## config.mk

```make
export PLATFORM = sky130hd
export DESIGN_NAME = vita49_pkt_framer_flat
export DESIGN_NICKNAME = d
export VERILOG_FILES = /design/src/rtl/vita49_pkg.sv /design/src/rtl/vita49_pkt_framer_if.sv /design/src/rtl/vita49_hdr_gen.sv /design/src/rtl/vita49_pkt_framer.sv /design/src/flat_wrapper.sv
export SDC_FILE = /design/constraint.sdc
export NUM_CORES = 1
export LEC_CHECK = 0
export ABC_CLOCK_PERIOD_IN_PS = 10600
export BUFFER_PORTS_ARGS = -buffer_cell sky130_fd_sc_hd__buf_2
export CORE_ASPECT_RATIO = 1.75
export CORE_MARGIN = 4
export CORE_UTILIZATION = 55
export DETAILED_ROUTE_END_ITERATION = 10
export PLACE_DENSITY = 0.85
export SKIP_LAST_GASP = 1
export SYNTH_ARGS = -nofsm -noshare
export SYNTH_HDL_FRONTEND = slang
export SYNTH_HIERARCHICAL = 1
export SYNTH_SLANG_ARGS = --single-unit
```

## constraint.sdc

```tcl
create_clock -name AXIS_ACLK -period 10.6 [get_ports AXIS_ACLK]
set_clock_uncertainty 0.1 [all_clocks]
set_input_delay 0.53 -clock AXIS_ACLK [delete_from_list [all_inputs] [get_ports AXIS_ACLK]]
set_output_delay 0.53 -clock AXIS_ACLK [all_outputs]
set_load 0.01 [all_outputs]
```

## src/rtl/vita49_pkg.sv

```systemverilog
// Shared definitions for the VITA49 IF Data packet framer: FSM state encoding,
// header field codes and bit positions, and the payload length clamp.
// Build option: VITA49_FRAMER_TRAILER_EN adds a trailer word after the payload.
package vita49_pkg;

  // The state code is exported on status[3:0], so the encoding is fixed.
  typedef enum logic [3:0] {
    ST_IDLE = 4'd0,
    ST_HDR  = 4'd1,
    ST_SID  = 4'd2,
    ST_TSI  = 4'd3,
    ST_TSFH = 4'd4,
    ST_TSFL = 4'd5,
    ST_PAY  = 4'd6
`ifdef VITA49_FRAMER_TRAILER_EN
    ,
    ST_TRL  = 4'd7
`endif
  } state_e;

`ifdef VITA49_FRAMER_TRAILER_EN
  localparam bit TRAILER_EN = 1'b1;
`else
  localparam bit TRAILER_EN = 1'b0;
`endif

  // IF Data packet with Stream ID; UTC integer and real-time fractional stamps.
  localparam logic [3:0]  PKT_TYPE_IF_SID = 4'b0001;
  localparam logic [1:0]  TSI_CODE        = 2'b01;
  localparam logic [1:0]  TSF_CODE        = 2'b01;

  // Header, stream ID, TSI, TSF hi, TSF lo.
  localparam logic [15:0] HDR_WORDS = 16'd5;

  // Header field positions.
  localparam int HDR_TYPE_LSB = 28;
  localparam int HDR_T_BIT    = 26;
  localparam int HDR_TSI_LSB  = 22;
  localparam int HDR_TSF_LSB  = 20;
  localparam int HDR_CNT_LSB  = 16;

  // A zero length still produces one payload word; oversize requests are capped.
  function automatic logic [15:0] clamp_len(input logic [15:0] len,
                                            input logic [15:0] max_len);
    if (len == 16'd0)
      return 16'd1;
    else if (len > max_len)
      return max_len;
    return len;
  endfunction

endpackage

```

## src/rtl/vita49_pkt_framer_if.sv

```systemverilog
// 32-bit AXI-Stream bundle used for both the sample input and the packet output.
interface vita49_pkt_framer_if;
  logic [31:0] TDATA;
  logic [3:0]  TSTRB;
  logic        TLAST;
  logic        TVALID;
  logic        TREADY;

  modport master (output TDATA, TSTRB, TLAST, TVALID, input TREADY);
  modport slave  (input TDATA, TSTRB, TLAST, TVALID, output TREADY);
endinterface

```

## src/rtl/vita49_hdr_gen.sv

```systemverilog
// Combinational generator for the five header-phase words of a packet.
// Returns zero outside the header states.
module vita49_hdr_gen
  import vita49_pkg::*;
(
  input  state_e      state,
  input  logic [3:0]  pkt_cnt,
  input  logic [15:0] len_l,
  input  logic        trl_en,
  input  logic [31:0] sid,
  input  logic [31:0] ts_int,
  input  logic [63:0] ts_frac,
  output logic [31:0] word
);

  logic [31:0] hdr;

  // Assemble the header word; packet size counts every 32-bit word sent.
  always_comb begin
    // NOTE: every combinational output gets a default first so no path can
    // leave it unassigned and infer a latch.
    hdr                      = '0;
    hdr[HDR_TYPE_LSB +: 4]   = PKT_TYPE_IF_SID;
    hdr[HDR_T_BIT]           = trl_en;
    hdr[HDR_TSI_LSB +: 2]    = TSI_CODE;
    hdr[HDR_TSF_LSB +: 2]    = TSF_CODE;
    hdr[HDR_CNT_LSB +: 4]    = pkt_cnt;
    hdr[15:0]                = HDR_WORDS + len_l + {15'd0, trl_en};
  end

  // Select the word for the current header state.
  always_comb begin
    word = '0;
    case (state)
      ST_HDR:  word = hdr;
      ST_SID:  word = sid;
      ST_TSI:  word = ts_int;
      ST_TSFH: word = ts_frac[63:32];
      ST_TSFL: word = ts_frac[31:0];
      default: word = '0;
    endcase
  end

endmodule

```

## src/rtl/vita49_pkt_framer.sv

```systemverilog
// VITA49 IF Data packet framer. Wraps a gated 32-bit sample stream into
// length-framed packets: header, stream ID, TSI, TSF hi, TSF lo, payload.
// Build option: define VITA49_FRAMER_TRAILER_EN to append a trailer word
// carrying the count of starved payload cycles.
module vita49_pkt_framer
  import vita49_pkg::*;
#(
  parameter int          C_AXIS_TDATA_NUM_BYTES = 4,
  parameter logic [15:0] C_MAX_PAYLOAD          = 16'd8192
) (
  input  logic                       AXIS_ACLK,
  input  logic                       AXIS_ARESET,
  vita49_pkt_framer_if.slave         s_axis,
  vita49_pkt_framer_if.master        m_axis,
  input  logic                       en,
  input  logic [31:0]                stream_id,
  input  logic [15:0]                payload_len,
  input  logic [31:0]                tsi,
  input  logic [63:0]                tsf,
  output logic [31:0]                status
);

  if (C_AXIS_TDATA_NUM_BYTES != 4) begin : g_bad_width
    $error("vita49_pkt_framer supports only a 4-byte stream");
  end

  state_e      state;
  logic [31:0] tsi_q;
  logic [63:0] tsf_q;
  logic [31:0] ts_int;
  logic [63:0] ts_frac;
  logic [31:0] sid_l;
  logic [15:0] len_l;
  logic [15:0] pay_cnt;
  logic [27:0] pkt_cnt;
  logic        hdr_vld;
  logic [31:0] hdr_word;
  logic        pay_hs;
  logic        pay_last;
  logic        unused_in;

`ifdef VITA49_FRAMER_TRAILER_EN
  logic [15:0] stall_cnt;
`endif

  // Framing is length-based, so the input strobe and last are not used.
  assign unused_in = ^{s_axis.TSTRB, s_axis.TLAST};

  assign pay_hs   = (state == ST_PAY) && s_axis.TVALID && m_axis.TREADY;
  assign pay_last = (pay_cnt == len_l - 16'd1);

  // Register the timing-unit value once before it is latched into a packet.
  always_ff @(posedge AXIS_ACLK or posedge AXIS_ARESET) begin
    if (AXIS_ARESET) begin
      tsi_q <= '0;
      tsf_q <= '0;
    end else begin
      // NOTE: sequential state is updated with non-blocking assignments so
      // every flop samples pre-edge values regardless of block order.
      tsi_q <= tsi;
      tsf_q <= tsf;
    end
  end

  // Packet FSM: latches per-packet context at start, walks the header words,
  // counts payload handshakes and closes the packet on the last word.
  always_ff @(posedge AXIS_ACLK or posedge AXIS_ARESET) begin
    if (AXIS_ARESET) begin
      state     <= ST_IDLE;
      ts_int    <= '0;
      ts_frac   <= '0;
      sid_l     <= '0;
      len_l     <= 16'd1;
      pay_cnt   <= '0;
      pkt_cnt   <= '0;
      hdr_vld   <= 1'b0;
`ifdef VITA49_FRAMER_TRAILER_EN
      stall_cnt <= '0;
`endif
    end else begin
      case (state)
        ST_IDLE: begin
          if (en && s_axis.TVALID) begin
            state     <= ST_HDR;
            ts_int    <= tsi_q;
            ts_frac   <= tsf_q;
            sid_l     <= stream_id;
            len_l     <= clamp_len(payload_len, C_MAX_PAYLOAD);
            pay_cnt   <= '0;
            hdr_vld   <= 1'b1;
`ifdef VITA49_FRAMER_TRAILER_EN
            stall_cnt <= '0;
`endif
          end
        end
        ST_HDR:  if (m_axis.TREADY) state <= ST_SID;
        ST_SID:  if (m_axis.TREADY) state <= ST_TSI;
        ST_TSI:  if (m_axis.TREADY) state <= ST_TSFH;
        ST_TSFH: if (m_axis.TREADY) state <= ST_TSFL;
        ST_TSFL: begin
          if (m_axis.TREADY) begin
            state   <= ST_PAY;
            hdr_vld <= 1'b0;
          end
        end
        ST_PAY: begin
`ifdef VITA49_FRAMER_TRAILER_EN
          if (!s_axis.TVALID && stall_cnt != 16'hFFFF)
            stall_cnt <= stall_cnt + 16'd1;
`endif
          if (pay_hs) begin
            pay_cnt <= pay_cnt + 16'd1;
            if (pay_last) begin
`ifdef VITA49_FRAMER_TRAILER_EN
              state   <= ST_TRL;
              hdr_vld <= 1'b1;
`else
              state   <= ST_IDLE;
              pkt_cnt <= pkt_cnt + 28'd1;
`endif
            end
          end
        end
`ifdef VITA49_FRAMER_TRAILER_EN
        ST_TRL: begin
          if (m_axis.TREADY) begin
            state   <= ST_IDLE;
            hdr_vld <= 1'b0;
            pkt_cnt <= pkt_cnt + 28'd1;
          end
        end
`endif
        default: state <= ST_IDLE;
      endcase
    end
  end

  vita49_hdr_gen u_hdr_gen (
    .state   (state),
    .pkt_cnt (pkt_cnt[3:0]),
    .len_l   (len_l),
    .trl_en  (TRAILER_EN),
    .sid     (sid_l),
    .ts_int  (ts_int),
    .ts_frac (ts_frac),
    .word    (hdr_word)
  );

  // Output steering: header words from registers, payload passed straight through.
  always_comb begin
    m_axis.TDATA  = hdr_word;
    m_axis.TVALID = hdr_vld;
    m_axis.TLAST  = 1'b0;
    s_axis.TREADY = 1'b0;
    if (state == ST_PAY) begin
      m_axis.TDATA  = s_axis.TDATA;
      m_axis.TVALID = s_axis.TVALID;
      s_axis.TREADY = m_axis.TREADY;
`ifndef VITA49_FRAMER_TRAILER_EN
      m_axis.TLAST  = pay_last;
`endif
    end
`ifdef VITA49_FRAMER_TRAILER_EN
    if (state == ST_TRL) begin
      m_axis.TDATA = {16'h0000, stall_cnt};
      m_axis.TLAST = 1'b1;
    end
`endif
  end

  assign m_axis.TSTRB = 4'hF;
  assign status       = {pkt_cnt, 4'(state)};

endmodule

```

## src/flat_wrapper.sv

```systemverilog
// flat-port wrapper written by rule: the top's interface ports become plain ports
module vita49_pkt_framer_flat import vita49_pkg::*;
#(
  parameter int          C_AXIS_TDATA_NUM_BYTES = 4,
  parameter logic [15:0] C_MAX_PAYLOAD          = 16'd8192
)
  (AXIS_ACLK, AXIS_ARESET, en, stream_id, payload_len, tsi, tsf, status, s_axis_TDATA, s_axis_TSTRB, s_axis_TLAST, s_axis_TVALID, s_axis_TREADY, m_axis_TDATA, m_axis_TSTRB, m_axis_TLAST, m_axis_TVALID, m_axis_TREADY);
  vita49_pkt_framer_if s_axis_i ();
  vita49_pkt_framer_if m_axis_i ();
  input  logic AXIS_ACLK;
  input  logic AXIS_ARESET;
  input  logic en;
  input  logic [31:0] stream_id;
  input  logic [15:0] payload_len;
  input  logic [31:0] tsi;
  input  logic [63:0] tsf;
  output logic [31:0] status;
  input wire logic [$bits(s_axis_i.TDATA)-1:0] s_axis_TDATA;
  input wire logic [$bits(s_axis_i.TSTRB)-1:0] s_axis_TSTRB;
  input wire logic [$bits(s_axis_i.TLAST)-1:0] s_axis_TLAST;
  input wire logic [$bits(s_axis_i.TVALID)-1:0] s_axis_TVALID;
  output wire logic [$bits(s_axis_i.TREADY)-1:0] s_axis_TREADY;
  output wire logic [$bits(m_axis_i.TDATA)-1:0] m_axis_TDATA;
  output wire logic [$bits(m_axis_i.TSTRB)-1:0] m_axis_TSTRB;
  output wire logic [$bits(m_axis_i.TLAST)-1:0] m_axis_TLAST;
  output wire logic [$bits(m_axis_i.TVALID)-1:0] m_axis_TVALID;
  input wire logic [$bits(m_axis_i.TREADY)-1:0] m_axis_TREADY;
  assign s_axis_i.TDATA = s_axis_TDATA;
  assign s_axis_i.TSTRB = s_axis_TSTRB;
  assign s_axis_i.TLAST = s_axis_TLAST;
  assign s_axis_i.TVALID = s_axis_TVALID;
  assign s_axis_TREADY = s_axis_i.TREADY;
  assign m_axis_TDATA = m_axis_i.TDATA;
  assign m_axis_TSTRB = m_axis_i.TSTRB;
  assign m_axis_TLAST = m_axis_i.TLAST;
  assign m_axis_TVALID = m_axis_i.TVALID;
  assign m_axis_i.TREADY = m_axis_TREADY;
  vita49_pkt_framer #(.C_AXIS_TDATA_NUM_BYTES(C_AXIS_TDATA_NUM_BYTES), .C_MAX_PAYLOAD(C_MAX_PAYLOAD)) u_core (.AXIS_ACLK(AXIS_ACLK), .AXIS_ARESET(AXIS_ARESET), .s_axis(s_axis_i), .m_axis(m_axis_i), .en(en), .stream_id(stream_id), .payload_len(payload_len), .tsi(tsi), .tsf(tsf), .status(status));
endmodule
```

==> results.json <==
{
  "die_x_um": 121.4,
  "postCtsSetupBuffers": 0,
  "fin_nets": 1677,
  "worstSetupPathType": "reg -> out",
  "root_buffer": "clkbuf_16",
  "crit_chain": "nor4_2 -> a21boi_0 -> a211oi_1 -> o21ai_1 -> a221o_1 -> nor4_1 -> buf_2",
  "clockBufferDepth": 3,
  "post-route-min-period_ns": 4.403,
  "start_kind": "flop",
  "critPathArrivalTime_ns": 3.77,
  "dr.first_iter.drc_count": 751,
  "h-tree-depth": 1,
  "clk_latency_ns": 0.53,
  "antenna_left": 0,
  "grt_start_max_net_pins": 126,
  "critPathMaxStageDelay_ns": 0.93,
  "ff2ff_path_depth": 8,
  "finalHoldViolations": 0,
  "path_delay_family": "simple AND/OR/NAND/NOR gates",
  "grt_pass1_vias": 9993,
  "relSlewSlack": 0.2823,
  "syn_avg_cell_area_um2": 10.12,
  "start_util": 0.5583,
  "tritoncts": "yes",
  "p_leak_uw": 0.007611,
  "via_count": 9797,
  "synthArstFlopShare": 1.000,
  "power_density_nw_per_um2": 246.1,
  "crit_fanout": 21,
  "synthCells": 1223,
  "status": "complete, no violations",
  "coreArea_um2": 22160,
  "cp_data_required_time_ns": 9.97,
  "min_path_cells": 1,
  "grt_pass1_wl_um": 50710,
  "rsz0062_at_grt": "no",
  "fp-row-count": 72,
  "numClockSinks": 288,
  "hpwlAfterDp_um": 21690,
  "maxSlewViolCount": 0,
  "vias_per_cell": 5.437,
  "die_area_um2": 25050,
  "hp-class": "in -> reg",
  "synth_cell_type_count": 61,
  "synth_edf_count": 0,
  "path_buf_inv": 1,
  "cts.reportedPaths.clkPinSlew_ns": 0.07,
  "synth_ff_type": "dfrtp_1",
  "drt-total-wl_um": 31950,
  "antenna_found_initial": 3,
  "avgRoutedWirePerCell_um": 17.73,
  "grt.overflow.total": 0,
  "setup_total_negative_slack_ns": 0,
  "instances_no_fill": 1802,
  "fin_util": 0.6787,
  "area_growth_pct": 21.57,
  "ys_ff_latch": 288,
  "worst_slew_pin_slew_ns": 1.068,
  "placed_cells": 1714,
  "io_pins": 257,
  "setup_viol": 0,
  "die_h_um": 206.4,
  "drtPass1Iterations": 5,
  "final_layout_size_suffix_gt1_frac": 0.2367,
  "place.gp.congestion": 0.8569,
  "cap_violations": 0,
  "endpoint_kind": "output pin",
  "fmax_mhz": 227.1,
  "ir_worst_vdd_mv": 0.1769,
  "port_buffers": 246,
  "critPathSlowestCell": "nor4_2",
  "crit_cells": 7,
  "ys_warn_count": 6,
  "synth_seq_area_share": 0.5826,
  "drcViolationCount": 0,
  "fin_crit_sh": 0.4154,
  "cts-buffers-inserted": 25,
  "syn_area_um2": 12370,
  "grtUsageTotal": 0.2539
}
[worst register-to-register path, delay by kind of cell (launching register included)]
| kind | cells | cell delay, ns |
|---|---|---|
| xor gates and xnor gates | 1 | 0.18 |
| AOI/OAI and AO/OA | 4 | 1.08 |
| DFF | 1 | 0.65 |
| and+or+nand+nor | 3 | 2.14 |
[power by group]
group / internal, uW / leakage [uW] / switching, uW / total, uW
registers: 1390 / 0.00357 / 225 / 1620
logic: 507 / 0.00362 / 665 / 1170
clock network: 508 / 0.000413 / 404 / 913
total: 2410 / 0.00761 / 1300 / 3700
[layout by cell type, fill, tap and decap left out, types with 6 or more instances in the layout]
master,instances
o21ai_0,16
nand3_1,19
nand2b_1,7
a221o_1,20
a22o_1,10
nor4_1,8
nand4_1,12
inv_1,15
a221oi_1,12
dfrtp_1,286
a21oi_1,7
and3_1,6
nor3_1,10
dlygate4sd3_1,40
mux2i_1,32
nor2_1,59
o211ai_1,6
clkinv_2,8
o21ai_1,19
xnor2_1,36
mux2_2,35
nand2_1,430
buf_4,10
buf_2,246
ha_1,6
xor2_1,34
clkbuf_16,25
conb_1,10
[worst paths after layout]
| path | to | slack [ns] | from |
|---|---|---|---|
| max | m_axis_TLAST | 6.20 | u_core/len_l[2] |
| min | u_core/tsf_q[24] | 0.02 | tsf[24] |
| max reg2reg | u_core/pkt_cnt[23] | 6.36 | u_core/len_l[2] |
| min reg2reg | u_core/ts_frac[60] | 0.33 | u_core/tsf_q[60] |
| max in group asynchronous | u_core/pkt_cnt[14] | 7.76 | AXIS_ARESET |
| min in group asynchronous | u_core/tsf_q[9] | 0.06 | AXIS_ARESET |
[repair_timing]
item | 4_1_cts | 5_1_grt
gates resized for setup | 0 | 0
hold buffers | 40 | 0
endpoints found under the hold margin | 40 | 0
[synthesized netlist by cell type, types with 3 or more instances]
cell | count | share of area
nand2_1 | 431 | 0.13
dfrtp_1 | 287 | 0.58
nor2_1 | 59 | 0.018
clkbuf_1 | 45 | 0.014
xnor2_1 | 36 | 0.025
mux2_2 | 35 | 0.032
xor2_1 | 34 | 0.024
mux2i_1 | 32 | 0.026
a221o_1 | 20 | 0.016
nand3_1 | 19 | 0.0077
o21ai_1 | 19 | 0.0077
buf_2 | 16 | 0.0065
inv_1 | 16 | 0.0049
o21ai_0 | 16 | 0.0065
a221oi_1 | 12 | 0.0085
nand4_1 | 12 | 0.0061
nor4_1 | 11 | 0.0056
a22o_1 | 10 | 0.0071
nor3_1 | 10 | 0.0040
a21oi_1 | 7 | 0.0028
nand2b_1 | 7 | 0.0035
and3_1 | 6 | 0.0030
buf_4 | 6 | 0.0036
ha_1 | 6 | 0.0061
o211ai_1 | 6 | 0.0036
o2111ai_1 | 5 | 0.0035
or3_1 | 5 | 0.0025
and2_1 | 4 | 0.0020
and4_1 | 4 | 0.0028
nor3_2 | 3 | 0.0024
o221ai_1 | 3 | 0.0021
o22ai_1 | 3 | 0.0015
[final cells by class]
| class | count | area, um2 |
|---|---|---|
| inverter | 16 | 67.56 |
| clock buffer | 29 | 670.6 |
| fill | 1702 | 7119 |
| sequential | 288 | 7209 |
| tap | 296 | 370.4 |
| timing repair buffer | 296 | 1707 |
| multi-input combinational | 858 | 4853 |
| antenna | 2 | 5.005 |
| clock inverter | 17 | 158.9 |
[through the flow]
stage	worst slack, ns	total power (uW)	instance area [um2]	hold WS (ns)
floorplan	2.023	2398	12400	0.3143
global placement	6.440	2728	13810	0.3175
detailed placement	6.376	2777	13810	0.3201
CTS	6.167	3714	15040	0.00004441
global route	5.902	3932	15040	0.0005153
finish	6.197	3701	15040	0.01691
[metal layers]
metal,up-vias,share of wire,global-route usage
li1,4585,-,-
met1,4739,0.37,0.3141
met2,362,0.52,0.4378
met3,109,0.053,0.02930
met4,2,0.055,0.1294
met5,-,0.00041,0
[cell families (layout without fill, tap and decap cells)]
group | count (synthesis) | count (layout) | synth area share
AOI/OAI and AO/OA | 116 | 116 | 0.06988
and+or+nand+nor | 589 | 589 | 0.2032
other | 2 | 12 | 0.0006070
xor gates and xnor gates | 70 | 70 | 0.04955
adders and majority gates | 6 | 6 | 0.006067
muxes | 67 | 67 | 0.05774
DFF | 288 | 288 | 0.5826
buffers and inverters | 85 | 358 | 0.03044
[registers in the layout (all words and copies together), names as in the netlist]
signal / count
u_core/pay_cnt: 16
u_core/sid_l: 32
u_core/ts_frac: 64
u_core/ts_int: 32
u_core/tsf_q: 64
u_core/state: 3
u_core/hdr_vld: 1
u_core/tsi_q: 32
u_core/len_l: 16
u_core/pkt_cnt: 28
No activity file was read; power rests on OpenSTA's default activity.
